===== src/rtl/memory_arbiter_if.sv =====
// memory_arbiter_if: cache-side and RAM-side bus bundle for memory_arbiter.
//   dcache : dREN, dWEN, daddr, dstore -> arbiter ; dwait, dload <- arbiter
//   icache : iREN, iaddr -> arbiter ; iwait, iload <- arbiter
//   RAM    : ramREN, ramWEN, ramaddr, ramstore <- arbiter ;
//            ramload, ramstate (0 FREE, 1 BUSY, 2 ACCESS, 3 ERROR) -> arbiter
// slave  modport: the arbiter.
// master modport: the environment (caches plus RAM).
interface memory_arbiter_if;
  logic        dREN;
  logic        dWEN;
  logic [31:0] daddr;
  logic [31:0] dstore;
  logic        dwait;
  logic [31:0] dload;
  logic        iREN;
  logic [31:0] iaddr;
  logic        iwait;
  logic [31:0] iload;
  logic        ramREN;
  logic        ramWEN;
  logic [31:0] ramaddr;
  logic [31:0] ramstore;
  logic [31:0] ramload;
  logic [1:0]  ramstate;

  modport slave (
    input  dREN, dWEN, daddr, dstore, iREN, iaddr, ramload, ramstate,
    output dwait, dload, iwait, iload, ramREN, ramWEN, ramaddr, ramstore
  );

  modport master (
    output dREN, dWEN, daddr, dstore, iREN, iaddr, ramload, ramstate,
    input  dwait, dload, iwait, iload, ramREN, ramWEN, ramaddr, ramstore
  );
endinterface


===== src/rtl/memory_arbiter.sv =====
// memory_arbiter: arbitrates dcache and icache word requests onto one
// single-ported RAM with a variable-latency ramstate handshake.
// Ports:
//   CLK      rising-edge clock
//   nRST     asynchronous active-low reset
//   bus      memory_arbiter_if.slave (cache handshakes + RAM strobes)
//   dcount   completed dcache accesses (wraps)
//   icount   completed icache accesses (wraps)
//   ram_err  sticky, set when RAM reports ERROR during a grant
// Parameter:
//   DBURST_MAX  dcache words per grant before a pending icache request
//               may preempt (1..15)
module memory_arbiter #(
  parameter int unsigned DBURST_MAX = 4
) (
  input  logic             CLK,
  input  logic             nRST,
  memory_arbiter_if.slave  bus,
  output logic [31:0]      dcount,
  output logic [31:0]      icount,
  output logic             ram_err
);

  localparam logic [1:0] RS_ACCESS = 2'd2;
  localparam logic [1:0] RS_ERROR  = 2'd3;
  localparam logic [4:0] BURST_LIM = 5'(DBURST_MAX);

  typedef enum logic [1:0] {IDLE, DSERVE, ISERVE} state_t;

  state_t     state, next_state;
  logic [3:0] burst_cnt;
  logic       dreq, access;
  logic       d_done, i_done;

  assign dreq   = bus.dREN | bus.dWEN;
  assign access = (bus.ramstate == RS_ACCESS);

  // All RAM and cache outputs are decoded from state plus live inputs, so a
  // reset drops the strobes without waiting for a clock edge.
  always_comb begin
    next_state   = state;
    bus.dwait    = 1'b1;
    bus.dload    = '0;
    bus.iwait    = 1'b1;
    bus.iload    = '0;
    bus.ramREN   = 1'b0;
    bus.ramWEN   = 1'b0;
    bus.ramaddr  = '0;
    bus.ramstore = '0;
    d_done       = 1'b0;
    i_done       = 1'b0;
    case (state)
      IDLE: begin
        // Arbitration cycle: no strobe, dcache wins ties.
        if (dreq)          next_state = DSERVE;
        else if (bus.iREN) next_state = ISERVE;
      end
      DSERVE: begin
        bus.ramaddr  = bus.daddr;
        bus.ramstore = bus.dstore;
        bus.ramWEN   = bus.dWEN;
        bus.ramREN   = bus.dREN & ~bus.dWEN;
        bus.dwait    = ~access;
        bus.dload    = bus.ramload;
        if (!dreq) begin
          // Request withdrawn: whatever the RAM reports is ignored.
          next_state = IDLE;
        end else begin
          d_done = access;
          // Preempt only on a word boundary once the burst quota is used up.
          if (access && bus.iREN && ({1'b0, burst_cnt} + 5'd1 >= BURST_LIM))
            next_state = ISERVE;
        end
      end
      ISERVE: begin
        bus.ramREN  = 1'b1;
        bus.ramaddr = bus.iaddr;
        bus.iwait   = ~access;
        bus.iload   = bus.ramload;
        if (!bus.iREN) begin
          next_state = IDLE;
        end else if (access) begin
          // One icache word per grant, then hand back to a waiting dcache.
          i_done     = 1'b1;
          next_state = dreq ? DSERVE : IDLE;
        end
      end
      default: next_state = IDLE;
    endcase
  end

  always_ff @(posedge CLK or negedge nRST) begin
    if (!nRST) begin
      state     <= IDLE;
      burst_cnt <= '0;
      dcount    <= '0;
      icount    <= '0;
      ram_err   <= 1'b0;
    end else begin
      state <= next_state;
      // Every fresh dcache grant starts a new burst quota.
      if (next_state == DSERVE && state != DSERVE)
        burst_cnt <= '0;
      else if (d_done && ({1'b0, burst_cnt} < BURST_LIM))
        burst_cnt <= burst_cnt + 4'd1;
      if (d_done) dcount <= dcount + 32'd1;
      if (i_done) icount <= icount + 32'd1;
      if ((state == DSERVE || state == ISERVE) && bus.ramstate == RS_ERROR)
        ram_err <= 1'b1;
    end
  end

endmodule


===== src/flat_wrapper.sv =====
// flat-port wrapper written by rule: the top's interface ports become plain ports
module memory_arbiter_flat 
#(
  parameter int unsigned DBURST_MAX = 4
)
  (CLK, nRST, dcount, icount, ram_err, bus_dREN, bus_dWEN, bus_daddr, bus_dstore, bus_iREN, bus_iaddr, bus_ramload, bus_ramstate, bus_dwait, bus_dload, bus_iwait, bus_iload, bus_ramREN, bus_ramWEN, bus_ramaddr, bus_ramstore);
  memory_arbiter_if bus_i ();
  input  logic CLK;
  input  logic nRST;
  output logic [31:0] dcount;
  output logic [31:0] icount;
  output logic ram_err;
  input wire logic [$bits(bus_i.dREN)-1:0] bus_dREN;
  input wire logic [$bits(bus_i.dWEN)-1:0] bus_dWEN;
  input wire logic [$bits(bus_i.daddr)-1:0] bus_daddr;
  input wire logic [$bits(bus_i.dstore)-1:0] bus_dstore;
  input wire logic [$bits(bus_i.iREN)-1:0] bus_iREN;
  input wire logic [$bits(bus_i.iaddr)-1:0] bus_iaddr;
  input wire logic [$bits(bus_i.ramload)-1:0] bus_ramload;
  input wire logic [$bits(bus_i.ramstate)-1:0] bus_ramstate;
  output wire logic [$bits(bus_i.dwait)-1:0] bus_dwait;
  output wire logic [$bits(bus_i.dload)-1:0] bus_dload;
  output wire logic [$bits(bus_i.iwait)-1:0] bus_iwait;
  output wire logic [$bits(bus_i.iload)-1:0] bus_iload;
  output wire logic [$bits(bus_i.ramREN)-1:0] bus_ramREN;
  output wire logic [$bits(bus_i.ramWEN)-1:0] bus_ramWEN;
  output wire logic [$bits(bus_i.ramaddr)-1:0] bus_ramaddr;
  output wire logic [$bits(bus_i.ramstore)-1:0] bus_ramstore;
  assign bus_i.dREN = bus_dREN;
  assign bus_i.dWEN = bus_dWEN;
  assign bus_i.daddr = bus_daddr;
  assign bus_i.dstore = bus_dstore;
  assign bus_i.iREN = bus_iREN;
  assign bus_i.iaddr = bus_iaddr;
  assign bus_i.ramload = bus_ramload;
  assign bus_i.ramstate = bus_ramstate;
  assign bus_dwait = bus_i.dwait;
  assign bus_dload = bus_i.dload;
  assign bus_iwait = bus_i.iwait;
  assign bus_iload = bus_i.iload;
  assign bus_ramREN = bus_i.ramREN;
  assign bus_ramWEN = bus_i.ramWEN;
  assign bus_ramaddr = bus_i.ramaddr;
  assign bus_ramstore = bus_i.ramstore;
  memory_arbiter #(.DBURST_MAX(DBURST_MAX)) u_core (.CLK(CLK), .nRST(nRST), .bus(bus_i), .dcount(dcount), .icount(icount), .ram_err(ram_err));
endmodule

===== config.mk =====
export PLATFORM = sky130hd
export DESIGN_NAME = memory_arbiter_flat
export DESIGN_NICKNAME = d
export VERILOG_FILES = /design/src/rtl/memory_arbiter_if.sv /design/src/rtl/memory_arbiter.sv /design/src/flat_wrapper.sv
export SDC_FILE = /design/constraint.sdc
export NUM_CORES = 1
export LEC_CHECK = 0
export BUFFER_PORTS_ARGS = -buffer_cell sky130_fd_sc_hd__buf_4
export CORE_MARGIN = 4
export CORE_UTILIZATION = 30
export DETAILED_ROUTE_END_ITERATION = 8
export GPL_ROUTABILITY_DRIVEN = 0
export PLACE_DENSITY_LB_ADDON = 0.2
export SLEW_MARGIN = 10
export SYNTH_ARGS = -nofsm -noshare
export SYNTH_HDL_FRONTEND = slang
export SYNTH_SLANG_ARGS = --single-unit
export TNS_END_PERCENT = 10

===== constraint.sdc =====
create_clock -name CLK -period 2.8 [get_ports CLK]
set_input_delay 0 -clock CLK [delete_from_list [all_inputs] [get_ports CLK]]
set_output_delay 0 -clock CLK [all_outputs]
set_load 0.02 [all_outputs]

==> results.py, run 1 <==
metrics = {
    "place": {
        "dpl_worst_slack_ps": 306,
        "dp.final_hpwl_um": 15300,
        "buffer_ports.inserted": 331,
        "number_of_cells_in_the_design_after_placement": 982,
    },
    "worst_setup_path": {
        "critPathRequiredTime_ps": 2800,
        "worst_path_largest_cell_delay_ps": 440,
        "critPathCaptureType": "primary output",
        "path_common_cell": "sky130_fd_sc_hd__buf_4",
        "r2r_start": "u_core.state[0]",
        "rr_endpoint": "u_core.icount[25]",
        "cp-start-kind": "flop",
        "critPathArrivalTime_ps": 2450,
        "regToRegSetupSlack_ps": 450,
        "timing.critical_path.slowest_stage_cell": "sky130_fd_sc_hd__dfrtp_1",
        "critical_path_peak_fanout": 51,
        "timing.reg2reg.worst_path_depth": 7,
        "crit_family": "buffers and inverters",
        "worst_setup_path_type": "reg2out",
        "critical_path_buf_inv_count": 4,
        "path_cells": "inv_1 -> ha_2 -> buf_4 -> buf_4 -> a22oi_1 -> nor2b_1 -> buf_4",
    },
    "route": {
        "first_pass_iters": 4,
        "detailroute.wirelength.met3_um": 1920,
        "met2RoutedLength_um": 9470,
        "viasPerCell": 4.77,
        "drc_errors": 0,
        "antenna_left": 0,
        "detail_route.wl_per_cell_um": 18.5,
        "vias_post_dr": 4772,
        "drt_first_iter_violations": 185,
        "totalWireLength_um": 18500,
        "met1_length_um": 6900,
        "topmost_layer_with_routed_signal_wires": "met4",
    },
    "power": {
        "comb_power_share_pct": 59.0,
        "p_sw_share_pct": 43.1,
        "seqPwrFrac_pct": 21.6,
        "power_density_nw_per_um2": 725,
        "clockPowerShare_pct": 19.4,
        "max-vdd-ir-drop_mv": 0.419,
        "power_report.internal_total_mw": 3.07,
        "net-switching-power_mw": 2.33,
        "leakage_power_of_the_design_nw": 3.86,
    },
    "sta": {
        "setup-tns-final_ps": 0,
        "fin_worst_skew_ps": 4.52,
        "hold_violations": 0,
        "worstMarginPinSlew_ps": 898,
        "grt_setup_unrepaired": "no",
        "layout_min_cycle_time_ps": 2450,
        "final.period_utilization_pct": 87.4,
        "timing.final.max_slew_violations": 0,
        "slew_headroom_pct": 40.1,
        "timing.hold.ws_ps": 123,
        "timing.final.setup_violations": 0,
        "achievable_frequency_ghz": 0.409,
        "finalWorstSetupSlack_ps": 352,
    },
    "yosys": {
        "ys.flop_type": "sky130_fd_sc_hd__dfrtp_1",
        "largest_family_of_logic_cells_by_synthesized_area": "simple AND/OR/NAND/NOR gates",
        "synth_simple_gate_area_share_pct": 34.2,
        "fraction_of_synthesized_cell_area_in_xor_and_xnor_cells_pct": 12.4,
        "number_of_enable_type_register_cells_in_the_synthesized_netlist": 0,
        "post_synth_mux_area_share_pct": 0.729,
        "yosysSeqAreaShare_pct": 39.8,
        "syn-instance-count": 485,
        "synth_compound_area_share_pct": 7.48,
        "synth_fa_ha_area_share_pct": 2.24,
        "syn-cell-area_um2": 4460,
        "synth.ff_latch_count": 71,
        "async_sr_flop_fraction_pct": 100,
        "synth_cell_type_count": 43,
        "net_count_of_the_mapped_netlist": 628,
        "ys_warn_count": 0,
        "syn_area_per_cell_um2": 9.20,
    },
    "clock_network": {
        "tritoncts.num_buffers": 9,
        "cts_root_buffer": "sky130_fd_sc_hd__clkbuf_16",
        "numClockSinks": 71,
        "cts.htree.levels": 3,
        "clk_path_buf_depth": 2,
        "cts_tree": "built",
        "clkTransAtPathRegs_ps": 50,
        "clkLatencyLatePin_ps": 320,
    },
    "die": {
        "die_area_um2": 16900,
        "floorplan.rows": 44,
        "initial_core_util_pct": 30.7,
        "top_level_ports": 332,
        "die_width_um": 130,
        "fp.coreArea_um2": 14500,
        "chipHeight_um": 130,
    },
    "min_path": {
        "hold_path.startpoint": "bus_dREN",
        "worst_hold_path.num_cells": 4,
        "endpoint_with_the_worst_hold_slack": "u_core.state[1]",
        "hold_class": "in2reg",
    },
    "finish": {
        "final_layout_size_suffix_gt1_share_pct": 44.6,
        "layout-area-overhead-vs-synth_pct": 66.7,
        "utilization_pct": 51.2,
        "diodes": 0,
        "final_net_count": 955,
        "final-instance-count-excl-fill": 1001,
    },
    "global_route": {
        "gr_ovfl_total": 0,
        "grt_antenna_before_repair": 0,
        "grt_pass1_wl_um": 27200,
        "grtUsageTotal_pct": 20.9,
        "via_count_of_the_first_global_routing_pass": 4833,
        "grt_start_max_net_pins": 72,
    },
    "run_status": {
        "result_of_the_run": "finished clean",
    },
    "flow_run": {
        "maxCapViolCount": 0,
    },
}
-- Yosys cell counts, types with 2 or more instances --
master / count / share of area (%)
sky130_fd_sc_hd__inv_1: 11 / 0.92
sky130_fd_sc_hd__o21ai_0: 2 / 0.22
sky130_fd_sc_hd__mux2_2: 2 / 0.50
sky130_fd_sc_hd__nor4_1: 4 / 0.56
sky130_fd_sc_hd__and3_1: 7 / 0.98
sky130_fd_sc_hd__nor2_1: 24 / 2.0
sky130_fd_sc_hd__nor4_4: 2 / 0.95
sky130_fd_sc_hd__a22oi_1: 32 / 5.4
sky130_fd_sc_hd__nand4_1: 15 / 2.1
sky130_fd_sc_hd__ha_1: 8 / 2.2
sky130_fd_sc_hd__o21a_1: 2 / 0.34
sky130_fd_sc_hd__clkbuf_1: 21 / 1.8
sky130_fd_sc_hd__nand2_1: 30 / 2.5
sky130_fd_sc_hd__nor3_1: 9 / 1.0
sky130_fd_sc_hd__and4_1: 6 / 1.2
sky130_fd_sc_hd__nand3_1: 20 / 2.2
sky130_fd_sc_hd__dfrtp_1: 71 / 40
sky130_fd_sc_hd__xnor2_1: 40 / 7.8
sky130_fd_sc_hd__nor2b_1: 35 / 4.9
sky130_fd_sc_hd__xor2_1: 23 / 4.5
sky130_fd_sc_hd__and2_1: 99 / 14
-- through the flow --
| step | power [mW] | cell area [um2] |
|---|---|---|
| 2_1_floorplan | 2.92 | 4460 |
| 3_3_place_gp | 4.34 | 7130 |
| 3_5_place_dp | 4.39 | 7130 |
| 4_1_cts | 5.46 | 7430 |
| 5_1_grt | 5.73 | 7440 |
| 6_report | 5.40 | 7440 |
-- worst reg2reg max path: cells and delay by family (launching register included) --
kind                       cells  cell delay [ps]
and+or+nand+nor                4             1340
buffers and inverters          1              130
adders and majority gates      1              200
DFF                            1              430
xor gates and xnor gates       1              140
-- cells by family after synthesis --
kind of cell	Yosys count
xor gates and xnor gates	63
DFF	71
adders and majority gates	8
and+or+nand+nor	260
AOI/OAI and AO/OA	45
muxes	3
buffers and inverters	35
-- per-layer routing --
| layer | vias to the layer above | global-route usage (%) |
|---|---|---|
| met4 | 0 | 3.67 |
| li1 | 2293 | - |
| met3 | 12 | 8.39 |
| met5 | - | 0 |
| met2 | 208 | 37.8 |
| met1 | 2259 | 23.7 |
-- repair_timing --
| item | in CTS | in global routing |
|---|---|---|
| hold endpoints to repair | 72 | 0 |
| hold buffers | 3 | 0 |
| endpoints found under the setup margin | 0 | 3 |
| buffers inserted | 0 | 0 |
| gates resized for setup | 0 | 1 |
-- flip-flops by register name, summed over array words and instances, names as in the netlist --
signal / count
u_core.burst_cnt: 4
u_core.ram_err: 1
u_core.dcount: 32
u_core.icount: 32
u_core.state: 2
-- power by group through the flow --
stage | combinational [mW] | sequential, mW | clock (mW)
after global placement | 3.16 | 1.18 | 0
after floorplan | 1.71 | 1.21 | 0
after detailed placement | 3.20 | 1.19 | 0
after CTS | 3.22 | 1.17 | 1.07
final | 3.18 | 1.17 | 1.05
after global routing | 3.42 | 1.18 | 1.12
-- layout make-up --
cell class,instances,area (um2)
inverter,11,41.3
multi-input combinational,379,2550
tap,184,230
timing repair buffer,340,2560
fill,1369,7090
clock buffer,13,260
sequential,71,1780
clock inverter,3,17.5
-- placed cells by master (no fill, tap or decap), drive strengths merged, types with 2 or more instances in the layout --
master / n
nand4: 16
inv: 11
a22oi: 32
nor2: 24
ha: 8
clkinv: 2
and2: 99
nor2b: 35
mux2: 2
nand2: 30
and3: 8
xor2: 23
and4: 7
nor3: 9
o21ai: 3
dfrtp: 71
nand3: 20
clkbuf: 13
nor4: 6
dlygate4sd3: 3
o21a: 2
buf: 337
xnor2: 40
-- worst max path at each step --
stage                          startpoint                  end  slack [ps]  depth (start not counted)
after global placement    u_core.state[1]  u_core.burst_cnt[1]         510                          8
after detailed placement  u_core.state[1]  u_core.burst_cnt[2]         310                          8
after CTS                 u_core.state[1]  u_core.burst_cnt[0]         300                          8
after global routing      u_core.state[1]      bus_ramaddr[25]         140                          7
final                     u_core.state[1]      bus_ramaddr[18]         350                          7
after floorplan           u_core.state[0]    u_core.icount[27]         660                          9
Note: power is estimated with default switching activity, not from simulation.
==> run 2, diff against run 1 <==
--- a/config.mk
+++ b/config.mk
@@ -5,6 +5,7 @@
 export SDC_FILE = /design/constraint.sdc
 export NUM_CORES = 1
 export LEC_CHECK = 0
+export ABC_AREA = 1
 export BUFFER_PORTS_ARGS = -buffer_cell sky130_fd_sc_hd__buf_4
 export CORE_MARGIN = 4
 export CORE_UTILIZATION = 30
==> run 2 against run 1 <==
Compared with the run above:
- synthesized cell count is 85% higher
- sequential cell count stayed put
- sequential share of layout area is 3.2 points lower
- count of clock-buffer cells in the layout is 2 lower
- global-route usage is 0.47 points higher
- cell area is 15% higher
- combinational power is 8.8% higher
==> results.py, run 2 <==
metrics = {
    "worst_setup_path": {
        "worst_path_largest_cell_delay_ps": 680,
        "cp-start-kind": "flop",
        "crit_start": "u_core.state[1]",
        "path_cells": "inv_1 -> ha_4 -> buf_4 -> nand2_1 -> a21oi_1 -> buf_4",
        "critPathCaptureType": "primary output",
        "critPathArrivalTime_ps": 2440,
        "critPathRequiredTime_ps": 2800,
        "critical_path_peak_fanout": 100,
        "worst_setup_path_type": "reg2out",
        "critical_path_buf_inv_count": 3,
        "path_common_cell": "sky130_fd_sc_hd__buf_4",
        "crit_family": "buffers and inverters",
        "r2r_start": "u_core.state[0]",
        "timing.critical_path.slowest_stage_cell": "sky130_fd_sc_hd__buf_4",
    },
    "global_route": {
        "gr_ovfl_total": 0,
        "grt_start_max_net_pins": 101,
        "via_count_of_the_first_global_routing_pass": 6388,
        "grt_antenna_before_repair": 2,
        "grt_pass1_wl_um": 34900,
        "grtUsageTotal_pct": 21.4,
    },
    "die": {
        "die_area_um2": 20600,
        "chipHeight_um": 144,
        "die_width_um": 144,
        "top_level_ports": 332,
        "floorplan.rows": 49,
        "initial_core_util_pct": 30.6,
        "fp.coreArea_um2": 18000,
    },
    "sta": {
        "slew_headroom_pct": 33.4,
        "grt_setup_unrepaired": "no",
        "hold_violations": 0,
        "worstMarginPinSlew_ps": 998,
        "achievable_frequency_ghz": 0.409,
        "layout_min_cycle_time_ps": 2440,
        "fin_worst_skew_ps": 13.5,
        "timing.final.setup_violations": 0,
        "setup-tns-final_ps": 0,
        "timing.final.max_slew_violations": 0,
        "finalWorstSetupSlack_ps": 356,
        "final.period_utilization_pct": 87.3,
    },
    "place": {
        "dp.final_hpwl_um": 18900,
        "buffer_ports.inserted": 331,
        "number_of_cells_in_the_design_after_placement": 1435,
        "dpl_worst_slack_ps": 691,
    },
    "finish": {
        "utilization_pct": 47.6,
        "area_taken_by_multi_input_logic_gates_um2": 3020,
        "final-instance-count-excl-fill": 1454,
        "layout.cells.most_common_list": "sky130_fd_sc_hd__nand2_1, sky130_fd_sc_hd__buf_4, sky130_fd_sc_hd__inv_1",
        "final_net_count": 1363,
        "layout_commonest_cell": "sky130_fd_sc_hd__nand2_1",
        "reg_top3": "u_core.dcount x32, u_core.icount x32, u_core.burst_cnt x4",
        "diodes": 0,
        "fillers": 1888,
        "final_layout_size_suffix_gt1_share_pct": 31.6,
        "layout-area-overhead-vs-synth_pct": 55.5,
        "register_area_um2": 1780,
    },
    "route": {
        "antenna_left": 0,
        "drc_errors": 0,
        "first_pass_iters": 5,
        "vias_post_dr": 6594,
        "totalWireLength_um": 23100,
        "drt_first_iter_violations": 347,
        "viasPerCell": 4.54,
        "detail_route.wl_per_cell_um": 15.9,
    },
    "yosys": {
        "net_count_of_the_mapped_netlist": 1042,
        "synth.ff_latch_count": 71,
        "netlist_top_cells_area": "sky130_fd_sc_hd__dfrtp_1, sky130_fd_sc_hd__nand2_1, sky130_fd_sc_hd__inv_1, sky130_fd_sc_hd__xor2_1, sky130_fd_sc_hd__nor2_1",
        "synth_most_common_cell": "sky130_fd_sc_hd__nand2_1",
        "yosysSeqAreaShare_pct": 32.2,
        "syn_area_per_cell_um2": 6.14,
        "number_of_enable_type_register_cells_in_the_synthesized_netlist": 0,
        "async_sr_flop_fraction_pct": 100,
        "syn-instance-count": 899,
        "synth_largest_type_area_fraction_pct": 32.2,
        "syn-cell-area_um2": 5520,
        "yosysTopAreaCell": "sky130_fd_sc_hd__dfrtp_1",
        "yosys-top-cells-count": "sky130_fd_sc_hd__nand2_1, sky130_fd_sc_hd__inv_1, sky130_fd_sc_hd__dfrtp_1",
        "synth_cell_type_count": 30,
        "ys_warn_count": 0,
        "ys.flop_type": "sky130_fd_sc_hd__dfrtp_1",
    },
    "power": {
        "leakage_power_of_the_design_nw": 5.08,
        "fin_total_pwr_mw": 6.06,
        "power_density_nw_per_um2": 706,
        "max-vdd-ir-drop_mv": 0.429,
    },
    "min_path": {
        "hold_path.startpoint": "bus_iREN",
        "hold_class": "in2reg",
    },
    "clock_network": {
        "tritoncts.num_buffers": 9,
        "clkLatencyLatePin_ps": 340,
        "clkTransAtPathRegs_ps": 70,
        "cts_tree": "built",
        "cts_root_buffer": "sky130_fd_sc_hd__clkbuf_16",
        "numClockSinks": 71,
        "clk_path_buf_depth": 2,
        "cts.repair.resized": 0,
        "cts.htree.levels": 3,
    },
    "flow_run": {
        "maxCapViolCount": 0,
    },
    "run_status": {
        "result_of_the_run": "finished clean",
    },
}
[run 2: changes by cell type after synthesis, sizes merged, moves of 26 or more]
cell	previous run	this run
nand2	30	360
inv	11	166
and2	99	0
nor2	24	77
a21oi	0	36
nor2b	35	0
a22oi	32	0
xnor2	40	14
[run 2: repair_timing]
action / CTS / global route
hold endpoints to repair: 72 / 0
endpoints found under the setup margin: 0 / 0
setup buffers: 0 / 0
hold buffers: 3 / 0
[run 2: tightest hold or removal path, delay by kind of cell]
| family | cells | cell delay [ps] |
|---|---|---|
| buffers and inverters | 1 | 130 |
| AND/OR/NAND/NOR | 2 | 200 |
| AO/OA/AOI/OAI | 1 | 120 |
[run 2: path summary, 6_finish.rpt]
| kind | endpoint | slack [ps] | cells past startpoint |
|---|---|---|---|
| hold reg to reg | u_core.dcount[25] | 520 | 1 |
| hold / removal | u_core.icount[29] | 160 | 4 |
| max in group asynchronous | u_core.icount[13] | 1870 | 2 |
| setup reg to reg | u_core.icount[14] | 700 | 10 |
| setup / recovery | bus_ramaddr[6] | 360 | 6 |
| min in group asynchronous | u_core.dcount[6] | 350 | 2 |
[run 2: final cells by class]
type / count / area share, %
sequential: 71 / 20.7
multi-input combinational: 634 / 35.2
tap: 229 / 3.34
inverter: 166 / 7.28
clock inverter: 5 / 0.932
clock buffer: 11 / 2.94
timing repair buffer: 338 / 29.6
[run 2: through the flow]
| step | cell area (um2) | hold WS [ps] |
|---|---|---|
| 6_report | 8590 | 156 |
| 5_1_grt | 8590 | 179 |
| 4_1_cts | 8590 | 155 |
| 3_5_place_dp | 8230 | 199 |
| 3_3_place_gp | 8230 | 196 |
| 2_1_floorplan | 5520 | -296 |
[run 2: logic make-up after synthesis]
| family | Yosys count | share of synthesized area, % |
|---|---|---|
| compound gates | 63 | 5.98 |
| xor+xnor | 46 | 7.30 |
| fa+ha+maj | 8 | 1.81 |
| buf+inv | 194 | 13.4 |
| flops | 71 | 32.2 |
| simple gates | 517 | 39.4 |
[run 2: per-layer routing]
layer / vias up / global-route usage (%) / wire, um
li1: 3346 / - / -
met1: 3012 / 26.2 / 9150
met2: 209 / 35.8 / 11500
met3: 23 / 8.29 / 2090
met4: 4 / 4.96 / 315
met5: - / 0 / 34
[run 2: power by group]
group | switching [mW] | internal [mW]
Clock | 0.448 | 0.827
Combinational | 2.19 | 1.27
Sequential | 0.180 | 1.15
Total | 2.82 | 3.24
